===== src/rtl/mmio_sim_monitor.sv =====
// Store-mapped debug monitor: console FIFOs, sticky tohost status and a cycle watchdog.
// Console push visible next cycle; stores to a full console channel stall via bus_ready=0.

module mmio_mon_fifo #(
    parameter int W     = 32,
    parameter int DEPTH = 8
) (
    input  logic         clk,
    input  logic         reset,
    input  logic         push,
    input  logic [W-1:0] push_dat,
    input  logic         pop,
    output logic         full,
    output logic         empty,
    output logic [W-1:0] head_dat
);
    localparam int PW = $clog2(DEPTH);

    logic [W-1:0]  mem_q [DEPTH];
    logic [W-1:0]  mem_d [DEPTH];
    logic [PW-1:0] wr_ptr_q, wr_ptr_d;
    logic [PW-1:0] rd_ptr_q, rd_ptr_d;
    logic [PW:0]   cnt_q, cnt_d;
    logic          do_push, do_pop;

    assign full     = (cnt_q == (PW+1)'(DEPTH));
    assign empty    = (cnt_q == '0);
    assign head_dat = mem_q[rd_ptr_q];
    assign do_push  = push && !full;
    assign do_pop   = pop && !empty;

    always_comb begin
        mem_d    = mem_q;
        wr_ptr_d = wr_ptr_q;
        rd_ptr_d = rd_ptr_q;
        if (do_push) begin
            mem_d[wr_ptr_q] = push_dat;
            wr_ptr_d        = wr_ptr_q + 1'b1;
        end
        if (do_pop) begin
            rd_ptr_d = rd_ptr_q + 1'b1;
        end
        cnt_d = cnt_q + (PW+1)'(do_push) - (PW+1)'(do_pop);
    end

    always_ff @(posedge clk) begin
        if (reset) begin
            wr_ptr_q <= '0;
            rd_ptr_q <= '0;
            cnt_q    <= '0;
        end else begin
            wr_ptr_q <= wr_ptr_d;
            rd_ptr_q <= rd_ptr_d;
            cnt_q    <= cnt_d;
        end
    end

    // Storage carries no reset; contents are only observed through a valid head.
    always_ff @(posedge clk) begin
        mem_q <= mem_d;
    end
endmodule

module mmio_sim_monitor #(
    parameter int                DATA_W         = 32,
    parameter int                ADDR_W         = 32,
    parameter logic [ADDR_W-1:0] BASE_ADDR      = 'h0000_FF00,
    parameter int                NUM_CH         = 2,
    parameter int                FIFO_DEPTH     = 8,
    parameter int                TIMEOUT_CYCLES = 100000
) (
    input  logic                     clk,
    input  logic                     reset,
    input  logic                     bus_we,
    input  logic [ADDR_W-1:0]        bus_addr,
    input  logic [DATA_W-1:0]        bus_wdata,
    output logic                     bus_ready,
    output logic [NUM_CH-1:0]        con_valid,
    output logic [NUM_CH*DATA_W-1:0] con_data,
    input  logic [NUM_CH-1:0]        con_ready,
    output logic                     done,
    output logic                     pass,
    output logic [DATA_W-1:0]        fail_code,
    output logic                     timeout,
    output logic [31:0]              cycle_count,
    output logic [15:0]              drop_count
);
    localparam int OFF_W = ADDR_W - 2;

    logic [OFF_W-1:0]  word_off;
    logic [NUM_CH-1:0] ch_hit, ch_full, ch_empty, ch_push, ch_pop;
    logic              tohost_hit, kick_hit;
    logic              tohost_acc, tohost_eff, kick_acc, wd_expire;
    logic              unused_addr_lsb;

    logic              done_q, done_d;
    logic              pass_q, pass_d;
    logic              timeout_q, timeout_d;
    logic [DATA_W-1:0] fail_code_q, fail_code_d;
    logic [31:0]       cycle_count_q, cycle_count_d;
    logic [15:0]       drop_count_q, drop_count_d;
    logic [31:0]       wd_cnt_q, wd_cnt_d;

    // Decode on word offsets; addresses below the base wrap to a large offset and miss.
    assign word_off        = bus_addr[ADDR_W-1:2] - BASE_ADDR[ADDR_W-1:2];
    assign unused_addr_lsb = ^bus_addr[1:0];
    assign tohost_hit      = bus_we && (word_off == OFF_W'(16));
    assign kick_hit        = bus_we && (word_off == OFF_W'(17));

    genvar g;
    generate
        for (g = 0; g < NUM_CH; g++) begin : g_ch
            assign ch_hit[g] = bus_we && (word_off == OFF_W'(g));

            mmio_mon_fifo #(
                .W     (DATA_W),
                .DEPTH (FIFO_DEPTH)
            ) u_fifo (
                .clk      (clk),
                .reset    (reset),
                .push     (ch_push[g]),
                .push_dat (bus_wdata),
                .pop      (ch_pop[g]),
                .full     (ch_full[g]),
                .empty    (ch_empty[g]),
                .head_dat (con_data[g*DATA_W +: DATA_W])
            );
        end
    endgenerate

    // Fullness is judged before this cycle's pop, so a drain never frees space for a same-cycle push.
    assign bus_ready = ~|(ch_hit & ch_full);
    assign ch_push   = ch_hit & ~ch_full;
    assign con_valid = ~ch_empty;
    assign ch_pop    = con_valid & con_ready;

    assign tohost_acc = tohost_hit && !done_q;
    assign tohost_eff = tohost_acc && (bus_wdata != '0);
    assign kick_acc   = kick_hit && !done_q;
    assign wd_expire  = (TIMEOUT_CYCLES != 0) && !done_q && !kick_acc && !tohost_eff &&
                        (wd_cnt_q == 32'(TIMEOUT_CYCLES - 1));

    always_comb begin
        done_d        = done_q;
        pass_d        = pass_q;
        timeout_d     = timeout_q;
        fail_code_d   = fail_code_q;
        cycle_count_d = cycle_count_q;
        drop_count_d  = drop_count_q;
        wd_cnt_d      = wd_cnt_q;

        if (!done_q) begin
            if (cycle_count_q != '1) begin
                cycle_count_d = cycle_count_q + 32'd1;
            end
            wd_cnt_d = kick_acc ? 32'd0 : wd_cnt_q + 32'd1;
        end

        if (tohost_eff) begin
            done_d = 1'b1;
            if (bus_wdata == DATA_W'(1)) begin
                pass_d      = 1'b1;
                fail_code_d = '0;
            end else begin
                pass_d      = 1'b0;
                fail_code_d = bus_wdata >> 1;
            end
        end else if (wd_expire) begin
            done_d      = 1'b1;
            pass_d      = 1'b0;
            timeout_d   = 1'b1;
            fail_code_d = '1;
        end

        if (done_q && (tohost_hit || kick_hit) && (drop_count_q != '1)) begin
            drop_count_d = drop_count_q + 16'd1;
        end
    end

    always_ff @(posedge clk) begin
        if (reset) begin
            done_q        <= 1'b0;
            pass_q        <= 1'b0;
            timeout_q     <= 1'b0;
            fail_code_q   <= '0;
            cycle_count_q <= '0;
            drop_count_q  <= '0;
            wd_cnt_q      <= '0;
        end else begin
            done_q        <= done_d;
            pass_q        <= pass_d;
            timeout_q     <= timeout_d;
            fail_code_q   <= fail_code_d;
            cycle_count_q <= cycle_count_d;
            drop_count_q  <= drop_count_d;
            wd_cnt_q      <= wd_cnt_d;
        end
    end

    assign done        = done_q;
    assign pass        = pass_q;
    assign timeout     = timeout_q;
    assign fail_code   = fail_code_q;
    assign cycle_count = cycle_count_q;
    assign drop_count  = drop_count_q;
endmodule


===== config.mk =====
export PLATFORM = sky130hd
export DESIGN_NAME = mmio_sim_monitor
export DESIGN_NICKNAME = d
export VERILOG_FILES = /design/src/rtl/mmio_sim_monitor.sv
export SDC_FILE = /design/constraint.sdc
export NUM_CORES = 1
export LEC_CHECK = 0
export ABC_AREA = 1
export ABC_CLOCK_PERIOD_IN_PS = 6720
export BUFFER_PORTS_ARGS = -buffer_cell sky130_fd_sc_hd__clkbuf_2
export CORE_AREA = 2 2 396 280
export DETAILED_ROUTE_END_ITERATION = 10
export DIE_AREA = 0 0 398 282
export PLACE_DENSITY = 0.42
export SYNTH_ARGS = -nofsm -noshare
export SYNTH_HDL_FRONTEND = slang
export SYNTH_SLANG_ARGS = --single-unit

===== constraint.sdc =====
create_clock -name clk -period 6.72 [get_ports clk]
set_clock_uncertainty 0.15 [all_clocks]
set_input_delay 1.344 -clock clk [delete_from_list [all_inputs] [get_ports clk]]
set_output_delay 1.344 -clock clk [all_outputs]
set_load 0.01 [all_outputs]

* Word level (Yosys, flattened, before mapping)
Cells that the tools add are included. Widths: inputs -> output; s select.
Cells by class: add/subtract/negate cells 12, order comparisons 6, equality and inequality tests 9, muxes and demuxes 21, bitwise operators 11, reductions and logical operators 35
Operators with widths (number):
- $bwmux 256 | 2
- $mux 32 | 9
- $bmux 32 s3 | 2
- $demux 32 s3 | 2
- $add 32x1->32 const B | 2
- $eq 30x5->1 const B | 2
- $eq 32x1->1 const B | 1
- $eq 32x17->1 const B | 1
- $ne 32x32->1 const B | 1
- $reduce_bool 32->1 | 1
- $mux 31 | 1
- $eq 30x1->1 const B | 1
- $logic_not 30->1 | 1
- $sub 30x14->30 const B | 1
- $logic_and 1x1->1 | 18
- $add 16x1->16 const B | 1
- $ge 4x4->1 const B | 4
- $ne 16x16->1 const B | 1
- $not 3->4 | 4
- $add 3x1->3 const B | 4
- $add 4x1->4 | 2
- $eq 4x4->1 const B | 2
- $logic_not 1->1 | 8
- $logic_not 4->1 | 2
- 10 further kinds | 21
Storage, ports and cells: register bits after elaboration 647, output and inout bits 150

* Logic depth before layout (Yosys ltp)
word-level depth 10, mapped depth 18, gate-level depth less buffers 18

* Cells and area by module
From an unflattened synthesis, not the netlist that was laid out.
Unflattened totals: cells, all modules 3412, area total of the unflattened synthesis 30235.2 µm²
By module, submodules not included:
- mmio_mon_fifo | times used 2, cells an instance 1201, area each 11805.1 µm², sequential area each 7887.6 µm²
- mmio_sim_monitor | times used 1, cells an instance 1010, area each 6625.1 µm², sequential area each 2302.2 µm²

* Worst setup path before layout
Ideal clock, no wire load.
path type input-to-reg, start point input port bus_addr[20], end point register g_ch[0].u_fifo.mem_q[0] in the netlist's numbering, enable pin, arrival time 4.863 ns, data required time 6.109 ns, path slack 1.246 ns, cell stages on the path 13, path buffers 0, cell sequence nor2_1 nand2_1 nor2_1 nand3_1 nand2_1 nand2_1 nor2_4 nand3b_4 nor2_8 nand4_2 inv_2 nand2_1 nor3_1
Between the ends: word-level cells in the longest chain between the ends 5
RTL lines:
- from (decl) | line 75 | input logic [ADDR_W-1:0] bus_addr,
- $sub 30x14->30 | line 105 | assign word_off = bus_addr[ADDR_W-1:2] - BASE_ADDR[ADDR_W-1:2];
- $logic_not 30->1 | line 113 | assign ch_hit[g] = bus_we && (word_off == OFF_W'(g));
- $logic_and 1x1->1 | line 113
- $and 2x2->2 | line 133 | assign ch_push = ch_hit & ~ch_full;
- $logic_and 1x1->1 | line 29 | assign do_push = push && !full;
- net g_ch[0].u_fifo.do_push | line 24 | logic do_push, do_pop;
- to (signal assigned) | line 60 | mem_q <= mem_d;
- to (decl) | line 19 | logic [W-1:0] mem_q [DEPTH];
The timed path passes the listed nets, and every way through them passes these cells. A chain may end at the register's enable or synchronous reset.

* Worst setup path in the final report
start point register g_ch[1].u_fifo.rd_ptr_q[0], end point output port con_data[33]
Between the ends: word-level cells in the longest chain between the ends 4
RTL lines:
- from (decl) | line 22 | logic [PW-1:0] rd_ptr_q, rd_ptr_d;
- from (signal assigned) | line 53 | rd_ptr_q <= rd_ptr_d;
- $not 3->4 (not written as such) | line 28 | assign head_dat = mem_q[rd_ptr_q];
- $bmux 32 s3 | line 28
- $mux 32 (not written as such) (2 in a row) | line 28
- to (decl) | line 79 | output logic [NUM_CH*DATA_W-1:0] con_data,
Every way passes these cells. The select of a mux whose other input is x is not followed.

==> results_dict.tcl <==
set metrics [dict create \
    gp_congestion 0.796 \
    numPortBuffers 216 \
    area_growth_pct 18.4 \
    yosysSeqAreaShare_pct 67.1 \
    die_y_um 282 \
    wl_per_cell_um 19.0 \
    grt_max_degree 129 \
    grt_overflow 0 \
    n_fill_cell 11300 \
    synthFlopType "edfxtp_1" \
    initial_utilization_pct 24.9 \
    nets 2821 \
    drc 0 \
    ys_seq_elements 647 \
    antenna_found_initial 2 \
    cap_viol_max_count 0 \
    irDropWorstVdd_uv 166 \
    path_max_fanout 74 \
    first_iter_violations 1293 \
    worst_skew_pair.late_latency_ns 0.63 \
    cp-end-kind "output pin" \
    cts_tree "built" \
    worst_pin_slew_ns 1.15 \
    tns_ns 0 \
    start_kind "flop" \
    h-tree-depth 3 \
    core_um2 108000 \
    hold_path_class "flop to flop" \
    cts_setup_buffers 0 \
    ys_async_sr_fraction_pct 0 \
    cts.clk_slew.worst_paths_ns 0.06 \
    synth_edf_count 512 \
    min_period_over_period_pct 71.5 \
    grt_pass1_vias 18000 \
    power_density_nw_per_um2 323 \
    synth_nets 2632 \
    drtAntennaViolNets 0 \
    fmax_ghz 0.208 \
    ys_warn_count 0 \
    via_per_inst 4.47 \
    setup.worst_path.class "flop to output pin" \
    hpwl_mm 47.4 \
    num_vias 18900 \
    syn_inst 2542 \
    io-pin-count 219 \
    die-area_um2 112000 \
    min_period_ns 4.81 \
    numCtsBuffers 69 \
    outcome "finished, final reports clean" \
    rows 101 \
    worst-endpoint-arrival_ns 3.31 \
    slew_headroom_pct 22.3 \
    critical_path_required_ns 5.23 \
    grt_pass1_wl_mm 119 \
    syn_avg_cell_area_um2 10.6 \
    root_buffer "clkbuf_16" \
    power.leakage_nw 11.0 \
    clkSinkCount 647 \
    fin_util_pct 29.5 \
    postCtsHoldBufs 0 \
    grt_usage_pct 14.1 \
    antenna_cells 0 \
    maxSlewViolCount 0 \
    hold_viol 0 \
    cts_resized 0 \
    setup_viol 0 \
    drtPass1Iterations 5 \
    cts_buffer_depth 3 \
    final_layout_size_suffix_gt1_share_pct 14.4 \
    rsz0062_at_grt "no" \
    die_x_um 398 \
    wl_mm 80.4 \
    synthDistinctLibCells 41 \
    netlist_area_um2 27000 \
]
state kept, by name, indices dropped and copies added, names as in the netlist:
register,flops
g_ch.u_fifo.rd_ptr_q,6
g_ch.u_fifo.mem_q,512
wd_cnt_q,32
drop_count,16
g_ch.u_fifo.cnt_q,8
g_ch.u_fifo.wr_ptr_q,6
done,1
timeout,1
cycle_count,32
pass,1
fail_code,32
area by class of cell:
class	count	area [um2]	share of cell area [%]
Clock buffer	99	1960	6.15
Inverter	131	495	1.55
Multi-Input combinational cell	1635	7960	24.9
Timing Repair Buffer	247	1330	4.15
Sequential cell	647	18100	56.7
Tap cell	1442	1800	5.65
Clock inverter	26	288	0.901
cell usage after synthesis (4+ instances only):
master,n,area share [%]
nor2_1,669,9.3
edfxtp_1,512,57
o21ai_0,301,5.6
nand2_1,187,2.6
dfxtp_1,135,10
inv_1,127,1.8
clkbuf_1,105,1.5
a31oi_1,76,1.8
o22ai_1,65,1.5
nor3_1,60,1.1
nand3_1,56,1.0
nand4_1,40,0.93
a21oi_1,39,0.72
xor2_1,32,1.0
nor4_1,23,0.53
ha_1,19,0.88
buf_1,12,0.17
o21ai_1,12,0.22
buf_2,10,0.19
xnor2_1,7,0.23
nor3b_1,5,0.14
inv_2,4,0.056
nand2_2,4,0.093
nor2_2,4,0.093
nor2_4,4,0.17
cells in the final DEF, fill, tap and decap left out, types with 4 or more instances in the layout:
cell | netlist | routed
nand3_1 | 56 | 56
inv_1 | 127 | 120
clkinv_1 | 0 | 10
inv_2 | 4 | 8
nor2_4 | 4 | 4
xnor2_1 | 7 | 7
clkbuf_2 | 0 | 216
o22ai_1 | 65 | 65
nor4_1 | 23 | 23
o21ai_1 | 12 | 12
a31oi_1 | 76 | 76
buf_4 | 0 | 30
nor3_2 | 2 | 18
xor2_1 | 32 | 32
nand4_1 | 40 | 40
clkbuf_8 | 0 | 8
nand2_1 | 187 | 187
clkbuf_16 | 0 | 71
nand2_2 | 4 | 4
nor2_2 | 4 | 4
clkinv_2 | 0 | 10
ha_1 | 19 | 19
nor2_1 | 669 | 669
o21ai_0 | 301 | 301
nor3b_1 | 5 | 5
nor3_1 | 60 | 44
clkbuf_1 | 105 | 20
a21oi_1 | 39 | 39
dfxtp_1 | 135 | 131
bufinv_16 | 0 | 4
edfxtp_1 | 512 | 512
worst paths after layout:
path / start / end / slack, ns / depth (start not counted)
setup / recovery: g_ch[1].u_fifo.rd_ptr_q[0] / con_data[33] / 1.91 / 6
hold / removal: fail_code[8] / fail_code[8] / 0.32 / 2
setup reg to reg: cycle_count[7] / cycle_count[18] / 3.12 / 12
hold reg to reg: fail_code[8] / fail_code[8] / 0.32 / 2
per-layer routing:
| metal | GRT usage (%) | share of wire, % |
|---|---|---|
| met2 | 21.1 | 43 |
| met5 | 0 | 0.030 |
| met4 | 2.91 | 1.6 |
| met1 | 20.4 | 49 |
| met3 | 3.58 | 6.0 |
power by group:
part | total (mW) | internal (mW) | switching, mW
Clock | 3.86 | 2.21 | 1.66
Combinational | 2.03 | 0.645 | 1.38
Sequential | 4.43 | 4.35 | 0.0830
Total | 10.3 | 7.20 | 3.12
worst max-delay path, stage by stage (launching register included):
cell	delay (ns)
dfxtp_4	0.79
buf_4	0.79
o21ai_0	0.20
o22ai_1	0.21
nor2_1	0.07
a31oi_1	0.36
clkbuf_2	0.21
cell families (layout without fill, tap and decap cells):
logic type / Yosys count / after routing / synth area share, %
DFF: 647 / 647 / 67.1
AOI/OAI and AO/OA: 503 / 503 / 10.1
buffers and inverters: 260 / 503 / 3.72
and+or+nand+nor: 1072 / 1072 / 16.8
adders and majority gates: 21 / 21 / 1.03
xor gates and xnor gates: 39 / 39 / 1.27
stage by stage:
step                hold WS (ns)  cell area (um2)  power, mW  setup WS [ns]  instances
global placement           0.303            29700       6.62           1.79       4102
finish                     0.317            31900       10.3           1.91       4227
global route               0.336            31900       10.9           1.62       4227
floorplan                  0.309            27000       5.75           1.25       2542
CTS                        0.321            31900       10.5           1.75       4227
detailed placement         0.305            29700       6.62           1.81       4102
No activity file was read; power rests on OpenSTA's default activity.
